### src/rtl/wb_retire_if.sv
// Mem-to-writeback handshake: instruction payload from mem stage, allowin back from wb.
interface wb_retire_if #(
  parameter int unsigned DATA_W = 32
);
  logic              ms_valid;
  logic [DATA_W-1:0] ms_pc;
  logic [DATA_W-1:0] ms_result;
  logic              ms_gr_we;
  logic [4:0]        ms_dest;
  logic              ms_ex;
  logic [5:0]        ms_ecode;
  logic [8:0]        ms_esubcode;
  logic              ms_ertn;
  logic              ms_csr_re;
  logic              ms_csr_we;
  logic [13:0]       ms_csr_num;
  logic [DATA_W-1:0] ms_csr_wmask;
  logic [DATA_W-1:0] ms_csr_wvalue;
  logic              ws_allowin;

  modport master (
    output ms_valid, ms_pc, ms_result, ms_gr_we, ms_dest, ms_ex, ms_ecode, ms_esubcode,
           ms_ertn, ms_csr_re, ms_csr_we, ms_csr_num, ms_csr_wmask, ms_csr_wvalue,
    input  ws_allowin
  );

  modport slave (
    input  ms_valid, ms_pc, ms_result, ms_gr_we, ms_dest, ms_ex, ms_ecode, ms_esubcode,
           ms_ertn, ms_csr_re, ms_csr_we, ms_csr_num, ms_csr_wmask, ms_csr_wvalue,
    output ws_allowin
  );
endinterface

### src/rtl/wb_retire.sv
// Writeback/retire stage: holds one instruction, waits out CSR read latency,
// commits register/CSR writes, raises exception/ertn flushes and counts retirements.
module wb_retire #(
  parameter int unsigned DATA_W     = 32,
  parameter int unsigned CSR_RD_LAT = 1,
  parameter int unsigned CNT_W      = 64
) (
  input  logic              clk,
  input  logic              reset,
  wb_retire_if.slave        ms,
  output logic [13:0]       csr_num,
  output logic              csr_we,
  output logic [DATA_W-1:0] csr_wmask,
  output logic [DATA_W-1:0] csr_wvalue,
  input  logic [DATA_W-1:0] csr_rvalue,
  output logic              wb_ex,
  output logic              ertn_flush,
  output logic [5:0]        wb_ecode,
  output logic [8:0]        wb_esubcode,
  output logic [DATA_W-1:0] wb_epc,
  output logic              rf_we,
  output logic [4:0]        rf_waddr,
  output logic [DATA_W-1:0] rf_wdata,
  output logic              fwd_we,
  output logic [4:0]        fwd_dest,
  output logic [DATA_W-1:0] fwd_data,
  output logic              fwd_busy,
  output logic [CNT_W-1:0]  retire_cnt,
  output logic [DATA_W-1:0] debug_wb_pc,
  output logic [3:0]        debug_wb_rf_we,
  output logic [4:0]        debug_wb_rf_wnum,
  output logic [DATA_W-1:0] debug_wb_rf_wdata
);

  localparam bit         HAS_WAIT  = (CSR_RD_LAT != 0);
  localparam logic [1:0] WAIT_LAST = 2'((CSR_RD_LAT == 0) ? 0 : CSR_RD_LAT - 1);

  typedef enum logic [1:0] {IDLE, WAIT, DONE} state_t;

  typedef struct packed {
    logic [DATA_W-1:0] pc;
    logic [DATA_W-1:0] result;
    logic              gr_we;
    logic [4:0]        dest;
    logic              ex;
    logic [5:0]        ecode;
    logic [8:0]        esubcode;
    logic              ertn;
    logic              csr_re;
    logic              csr_we;
    logic [13:0]       csr_num;
    logic [DATA_W-1:0] csr_wmask;
    logic [DATA_W-1:0] csr_wvalue;
  } payload_t;

  state_t     state, state_nx;
  logic [1:0] wait_cnt, wait_cnt_nx;
  logic       ws_valid, ws_valid_nx;
  payload_t   ws;

  logic ws_ready_go, ws_allowin, commit, flush, accept;

  assign ws_ready_go   = (state != WAIT);
  assign ws_allowin    = !ws_valid | ws_ready_go;
  assign ms.ws_allowin = ws_allowin;
  assign commit        = ws_valid & ws_ready_go;
  assign flush         = commit & (ws.ex | ws.ertn);
  // A flushing commit drops whatever mem offers in the same cycle.
  assign accept        = ms.ms_valid & ws_allowin & !flush;

  always_ff @(posedge clk or negedge reset) begin
    if (!reset) begin
      state    <= IDLE;
      wait_cnt <= 2'd0;
      ws_valid <= 1'b0;
    end else begin
      state    <= state_nx;
      wait_cnt <= wait_cnt_nx;
      ws_valid <= ws_valid_nx;
    end
  end

  always_comb begin
    state_nx    = state;
    wait_cnt_nx = wait_cnt;
    ws_valid_nx = ws_valid;
    if (accept) begin
      ws_valid_nx = 1'b1;
      wait_cnt_nx = 2'd0;
      state_nx    = (ms.ms_csr_re & !ms.ms_ex & HAS_WAIT) ? WAIT : DONE;
    end else if (ws_allowin) begin
      ws_valid_nx = 1'b0;
      state_nx    = IDLE;
    end else begin
      wait_cnt_nx = wait_cnt + 2'd1;
      if (wait_cnt == WAIT_LAST) state_nx = DONE;
    end
  end

  // Payload carries no reset; every consumer is qualified by ws_valid.
  always_ff @(posedge clk) begin
    if (accept) begin
      ws <= '{pc: ms.ms_pc, result: ms.ms_result, gr_we: ms.ms_gr_we, dest: ms.ms_dest,
              ex: ms.ms_ex, ecode: ms.ms_ecode, esubcode: ms.ms_esubcode, ertn: ms.ms_ertn,
              csr_re: ms.ms_csr_re, csr_we: ms.ms_csr_we, csr_num: ms.ms_csr_num,
              csr_wmask: ms.ms_csr_wmask, csr_wvalue: ms.ms_csr_wvalue};
    end
  end

  always_ff @(posedge clk or negedge reset) begin
    if (!reset)                 retire_cnt <= '0;
    else if (commit & !ws.ex)   retire_cnt <= retire_cnt + CNT_W'(1);
  end

  assign wb_ex       = commit & ws.ex;
  assign ertn_flush  = commit & ws.ertn & !ws.ex;
  assign wb_ecode    = wb_ex ? ws.ecode    : 6'd0;
  assign wb_esubcode = wb_ex ? ws.esubcode : 9'd0;
  assign wb_epc      = wb_ex ? ws.pc       : '0;

  assign rf_we    = commit & ws.gr_we & !ws.ex;
  assign rf_waddr = ws_valid ? ws.dest : 5'd0;
  assign rf_wdata = !ws_valid ? '0 : (ws.csr_re ? csr_rvalue : ws.result);

  assign csr_we     = commit & ws.csr_we & !ws.ex;
  assign csr_num    = ws_valid ? ws.csr_num    : 14'd0;
  assign csr_wmask  = ws_valid ? ws.csr_wmask  : '0;
  assign csr_wvalue = ws_valid ? ws.csr_wvalue : '0;

  // fwd_data is only meaningful once the CSR read has landed (fwd_busy low).
  assign fwd_we   = ws_valid & ws.gr_we;
  assign fwd_dest = ws_valid ? ws.dest : 5'd0;
  assign fwd_data = rf_wdata;
  assign fwd_busy = ws_valid & ws.csr_re & !ws_ready_go;

  assign debug_wb_pc       = ws_valid ? ws.pc : '0;
  assign debug_wb_rf_we    = {4{rf_we}};
  assign debug_wb_rf_wnum  = rf_waddr;
  assign debug_wb_rf_wdata = rf_wdata;

endmodule
### src/flat_wrapper.sv
// flat-port wrapper written by rule: the top's interface ports become plain ports
module wb_retire_flat 
#(
  parameter int unsigned DATA_W     = 32,
  parameter int unsigned CSR_RD_LAT = 1,
  parameter int unsigned CNT_W      = 64
)
  (clk, reset, csr_num, csr_we, csr_wmask, csr_wvalue, csr_rvalue, wb_ex, ertn_flush, wb_ecode, wb_esubcode, wb_epc, rf_we, rf_waddr, rf_wdata, fwd_we, fwd_dest, fwd_data, fwd_busy, retire_cnt, debug_wb_pc, debug_wb_rf_we, debug_wb_rf_wnum, debug_wb_rf_wdata, ms_ms_valid, ms_ms_pc, ms_ms_result, ms_ms_gr_we, ms_ms_dest, ms_ms_ex, ms_ms_ecode, ms_ms_esubcode, ms_ms_ertn, ms_ms_csr_re, ms_ms_csr_we, ms_ms_csr_num, ms_ms_csr_wmask, ms_ms_csr_wvalue, ms_ws_allowin);
  wb_retire_if #(.DATA_W(DATA_W)) ms_i ();
  input  logic clk;
  input  logic reset;
  output logic [13:0] csr_num;
  output logic csr_we;
  output logic [DATA_W-1:0] csr_wmask;
  output logic [DATA_W-1:0] csr_wvalue;
  input  logic [DATA_W-1:0] csr_rvalue;
  output logic wb_ex;
  output logic ertn_flush;
  output logic [5:0] wb_ecode;
  output logic [8:0] wb_esubcode;
  output logic [DATA_W-1:0] wb_epc;
  output logic rf_we;
  output logic [4:0] rf_waddr;
  output logic [DATA_W-1:0] rf_wdata;
  output logic fwd_we;
  output logic [4:0] fwd_dest;
  output logic [DATA_W-1:0] fwd_data;
  output logic fwd_busy;
  output logic [CNT_W-1:0] retire_cnt;
  output logic [DATA_W-1:0] debug_wb_pc;
  output logic [3:0] debug_wb_rf_we;
  output logic [4:0] debug_wb_rf_wnum;
  output logic [DATA_W-1:0] debug_wb_rf_wdata;
  input wire logic [$bits(ms_i.ms_valid)-1:0] ms_ms_valid;
  input wire logic [$bits(ms_i.ms_pc)-1:0] ms_ms_pc;
  input wire logic [$bits(ms_i.ms_result)-1:0] ms_ms_result;
  input wire logic [$bits(ms_i.ms_gr_we)-1:0] ms_ms_gr_we;
  input wire logic [$bits(ms_i.ms_dest)-1:0] ms_ms_dest;
  input wire logic [$bits(ms_i.ms_ex)-1:0] ms_ms_ex;
  input wire logic [$bits(ms_i.ms_ecode)-1:0] ms_ms_ecode;
  input wire logic [$bits(ms_i.ms_esubcode)-1:0] ms_ms_esubcode;
  input wire logic [$bits(ms_i.ms_ertn)-1:0] ms_ms_ertn;
  input wire logic [$bits(ms_i.ms_csr_re)-1:0] ms_ms_csr_re;
  input wire logic [$bits(ms_i.ms_csr_we)-1:0] ms_ms_csr_we;
  input wire logic [$bits(ms_i.ms_csr_num)-1:0] ms_ms_csr_num;
  input wire logic [$bits(ms_i.ms_csr_wmask)-1:0] ms_ms_csr_wmask;
  input wire logic [$bits(ms_i.ms_csr_wvalue)-1:0] ms_ms_csr_wvalue;
  output wire logic [$bits(ms_i.ws_allowin)-1:0] ms_ws_allowin;
  assign ms_i.ms_valid = ms_ms_valid;
  assign ms_i.ms_pc = ms_ms_pc;
  assign ms_i.ms_result = ms_ms_result;
  assign ms_i.ms_gr_we = ms_ms_gr_we;
  assign ms_i.ms_dest = ms_ms_dest;
  assign ms_i.ms_ex = ms_ms_ex;
  assign ms_i.ms_ecode = ms_ms_ecode;
  assign ms_i.ms_esubcode = ms_ms_esubcode;
  assign ms_i.ms_ertn = ms_ms_ertn;
  assign ms_i.ms_csr_re = ms_ms_csr_re;
  assign ms_i.ms_csr_we = ms_ms_csr_we;
  assign ms_i.ms_csr_num = ms_ms_csr_num;
  assign ms_i.ms_csr_wmask = ms_ms_csr_wmask;
  assign ms_i.ms_csr_wvalue = ms_ms_csr_wvalue;
  assign ms_ws_allowin = ms_i.ws_allowin;
  wb_retire #(.DATA_W(DATA_W), .CSR_RD_LAT(CSR_RD_LAT), .CNT_W(CNT_W)) u_core (.clk(clk), .reset(reset), .ms(ms_i), .csr_num(csr_num), .csr_we(csr_we), .csr_wmask(csr_wmask), .csr_wvalue(csr_wvalue), .csr_rvalue(csr_rvalue), .wb_ex(wb_ex), .ertn_flush(ertn_flush), .wb_ecode(wb_ecode), .wb_esubcode(wb_esubcode), .wb_epc(wb_epc), .rf_we(rf_we), .rf_waddr(rf_waddr), .rf_wdata(rf_wdata), .fwd_we(fwd_we), .fwd_dest(fwd_dest), .fwd_data(fwd_data), .fwd_busy(fwd_busy), .retire_cnt(retire_cnt), .debug_wb_pc(debug_wb_pc), .debug_wb_rf_we(debug_wb_rf_we), .debug_wb_rf_wnum(debug_wb_rf_wnum), .debug_wb_rf_wdata(debug_wb_rf_wdata));
endmodule
### config.mk
export PLATFORM = sky130hd
export DESIGN_NAME = wb_retire_flat
export DESIGN_NICKNAME = d
export VERILOG_FILES = /design/src/rtl/wb_retire_if.sv /design/src/rtl/wb_retire.sv /design/src/flat_wrapper.sv
export SDC_FILE = /design/constraint.sdc
export NUM_CORES = 1
export LEC_CHECK = 0
export BUFFER_PORTS_ARGS = -buffer_cell sky130_fd_sc_hd__buf_2
export CORE_AREA = 3 3 209 211
export CTS_CLUSTER_SIZE = 16
export DETAILED_ROUTE_END_ITERATION = 8
export DIE_AREA = 0 0 212 214
export GPL_TIMING_DRIVEN = 0
export PLACE_DENSITY = 0.54
export SLEW_MARGIN = 20
export SYNTH_ARGS = -nofsm -noshare
export SYNTH_HDL_FRONTEND = slang
export SYNTH_SLANG_ARGS = --single-unit
### constraint.sdc
create_clock -name clk -period 6.5 [get_ports clk]
set_input_delay 1.3 -clock clk [delete_from_list [all_inputs] [get_ports clk]]
set_output_delay 1.3 -clock clk [all_outputs]
set_load 0.03 [all_outputs]
==> run summary <==
Leakage power: 7.32 nW
Initial core utilization: 25.3%
Syn Inst Count: 825
Crit path kind: reg -> out
First-pass GRT wire length: 54.0 mm
Register area share after synthesis: 63.6%
Top cells by area, synth: edfxtp_1, dfrtp_1, and2_1, buf_4, xor2_1
Total congestion overflow: 0
Fillers: 4243
Ys flop type: edfxtp_1
Skew final: 13.4 ps
Worst path most repeated cell: clkbuf_1
H-tree depth: 1
Share of the synthesized area in the top cell type: 47.3%
Clock slew at reported path FFs: 50 ps
Critical path startpoint category: flip-flop
Residual DRC count: 0
DIE AREA: 45400 um^2
Pwr Total: 3.99 mW
DP HPWL: 28.3 mm
Tcrit/Tclk final: 66.8%
PwrDens: 267 nW/um^2
Area of the mapped netlist: 10600 um^2
Post-route non-filler standard cell count: 1965
Placed Cells: 1910
RePlAce Congestion: 0.835
Post-synthesis register bit count: 236
Post-CTS Setup Bufs: 0
Final Max Tran Viols: 0
Hold Worst Slack: 465 ps
Synth async-reset ratio: 29.2%
Max clock buf depth: 3
# resized after CTS: 0
Vias: 8304
EDFF count, synth: 167
Relative slew slack: 43.8%
Total CTS buffers: 28
Least-Margin Pin Slew: 835 ps
Area Overhead vs Synth: 40.7%
Total iterations of the first detailed-routing run: 4
Vias in the first global route: 8510
Syn Area/Cell: 12.9 um^2
Ys Warns: 0
Outcome: completed
Crit path max-delay cell type: clkbuf_1
Peak supply drop: 0.000209 V
Largest stage delay, worst path: 620 ps
RSZ-0062 raised after global routing: false
Max cap viols: 0
Layout cells sized above 1: 47.3%
Syn Nets: 1029
Final Critical Period: 4340 ps
Crit end category: output pin
Post-synth top area cell: edfxtp_1
Drt total wl: 36.4 mm
Worst Path Arrival: 3040 ps
Die Span X: 212 um
Vias per std cell: 4.23
Worst-Skew Late Latency: 560 ps
Die Span Y: 214 um
Core area: 41900 um^2
Nets: 1605
CP Cell Sequence: clkbuf_1, clkbuf_1, clkbuf_1, and2_1, buf_4, buf_2
Largest net degree at the start of global routing: 91
Clk sinks: 236
Root Driver: clkbuf_16
Final setup vio count: 0
Final ANT Viol Nets: 0
I/O pin cnt: 545
Worst endpoint required time: 5200 ps
Initial drt markers: 398
CP max FO: 10
Post-CTS Hold Fix Bufs: 0
Port Buf Inserts: 544
DR WL/cell: 18.5 um
Count of cell types in the netlist: 35
Rows: 75
Hold Path Class: reg -> reg
Max Fclk: 0.230 GHz
Final hold violation count: 0
GR Util All Layers: 15.5%
Initial antenna violation count: 8
CTS tree: yes
report_power, final:
part,internal (mW),leakage (nW),switching [mW],total [mW]
combinational,0.255,4.37,0.520,0.775
sequential,1.72,2.55,0.0438,1.76
clock,0.825,0.399,0.625,1.45
path summary, 6_finish.rpt:
kind	start	to	slack (ps)	depth (start not counted)
worst min-delay path	u_core.retire_cnt[63]	u_core.retire_cnt[63]	460	1
worst min register to register	u_core.retire_cnt[63]	u_core.retire_cnt[63]	460	1
worst max register to register	u_core.retire_cnt[0]	u_core.retire_cnt[62]	4060	6
min in group asynchronous	reset	u_core.retire_cnt[41]	680	1
worst max-delay path	u_core.ws_valid	fwd_dest[0]	2160	6
max in group asynchronous	reset	u_core.state[0]	5260	2
registers in the layout, indices dropped and copies added (netlist names):
signal             count
u_core.ws            167
u_core.retire_cnt     64
u_core.state           2
u_core.wait_cnt        2
u_core.ws_valid        1
per-stage QoR:
| stage | util [%] | setup WS [ps] | cell area [um^2] | setup TNS [ps] |
|---|---|---|---|---|
| global route | 35.6 | 1810 | 14900 | 0 |
| floorplan | - | 1330 | 10600 | 0 |
| finish | 35.6 | 2160 | 14900 | 0 |
| detailed placement | 33.5 | 2520 | 14100 | 0 |
| CTS | 35.5 | 1900 | 14900 | 0 |
| global placement | 33.4 | -462 | 14000 | -75490 |
placed cells by master (no fill, tap or decap), types with 2 or more instances in the layout:
cell type   instances
nand2b_1            3
xnor2_1            23
clkinv_1            4
dfrtp_1            69
diode_2             5
clkinv_2            2
nand2_1            32
nand4_2             3
and3_1              6
buf_2             545
nor2_1             20
clkbuf_16          28
clkbuf_1           37
buf_4              79
nor4_1             15
xor2_1             40
ha_1                2
nand4_1            18
inv_1              11
nor3_1             18
and4_1              7
clkinvlp_4          3
nor2b_1            33
buf_16              2
mux2i_1            32
nor4_2              2
nor3b_1             2
and2_1            167
edfxtp_1          167
clkbuf_8            3
nand3_1            35
per-layer routing:
layer | global-route usage, % | share of wire (%) | vias to the layer above
met4 | 4.13 | 2.5 | 4
met5 | 0 | 0.074 | -
li1 | - | - | 3941
met3 | 5.08 | 8.2 | 59
met1 | 18.6 | 39 | 3985
met2 | 26.6 | 50 | 315
cell families after synthesis:
family	share of synthesized area [%]
AO/OA/AOI/OAI	0.319
XOR/XNOR	5.20
adder cells (fa/ha/maj)	0.236
buffers and inverters	7.03
flip-flops	63.6
multiplexers	3.13
AND/OR/NAND/NOR	20.5
cell type report:
cell class | instances | area, um^2 | area share [%]
diodes | 5 | 12.5 | 0.0839
plain buffers | 108 | 701 | 4.70
clock buffers | 40 | 776 | 5.20
clock inverters | 10 | 63.8 | 0.428
inverters | 12 | 52.6 | 0.352
multi-input cells | 469 | 3120 | 20.9
flip-flops and latches | 236 | 6740 | 45.2
well taps | 539 | 674 | 4.52
repair buffers | 546 | 2780 | 18.6
synthesized netlist by cell type (2+ instances only):
library cell and count:
and3_1 6, nor3b_1 2, xnor2_1 23, nor3_1 18
nand4_2 3, nand2b_1 3, dfrtp_1 69, xor2_1 40
clkbuf_1 28, buf_4 78, nor4_2 2, nor2b_1 33
nand4_1 18, nor4_1 15, mux2i_1 32, edfxtp_1 167
buf_2 2, and2_1 167, nand3_1 35, nand2_1 32
ha_1 2, inv_1 12, nor2_1 20, and4_1 7
critical path: cells and delay by family, from the launching register on:
family                 cells  cell delay, ps
DFF                        1             340
buffers and inverters      5            1860
and+or+nand+nor            1             280
Power figures use the tool's default switching activity.
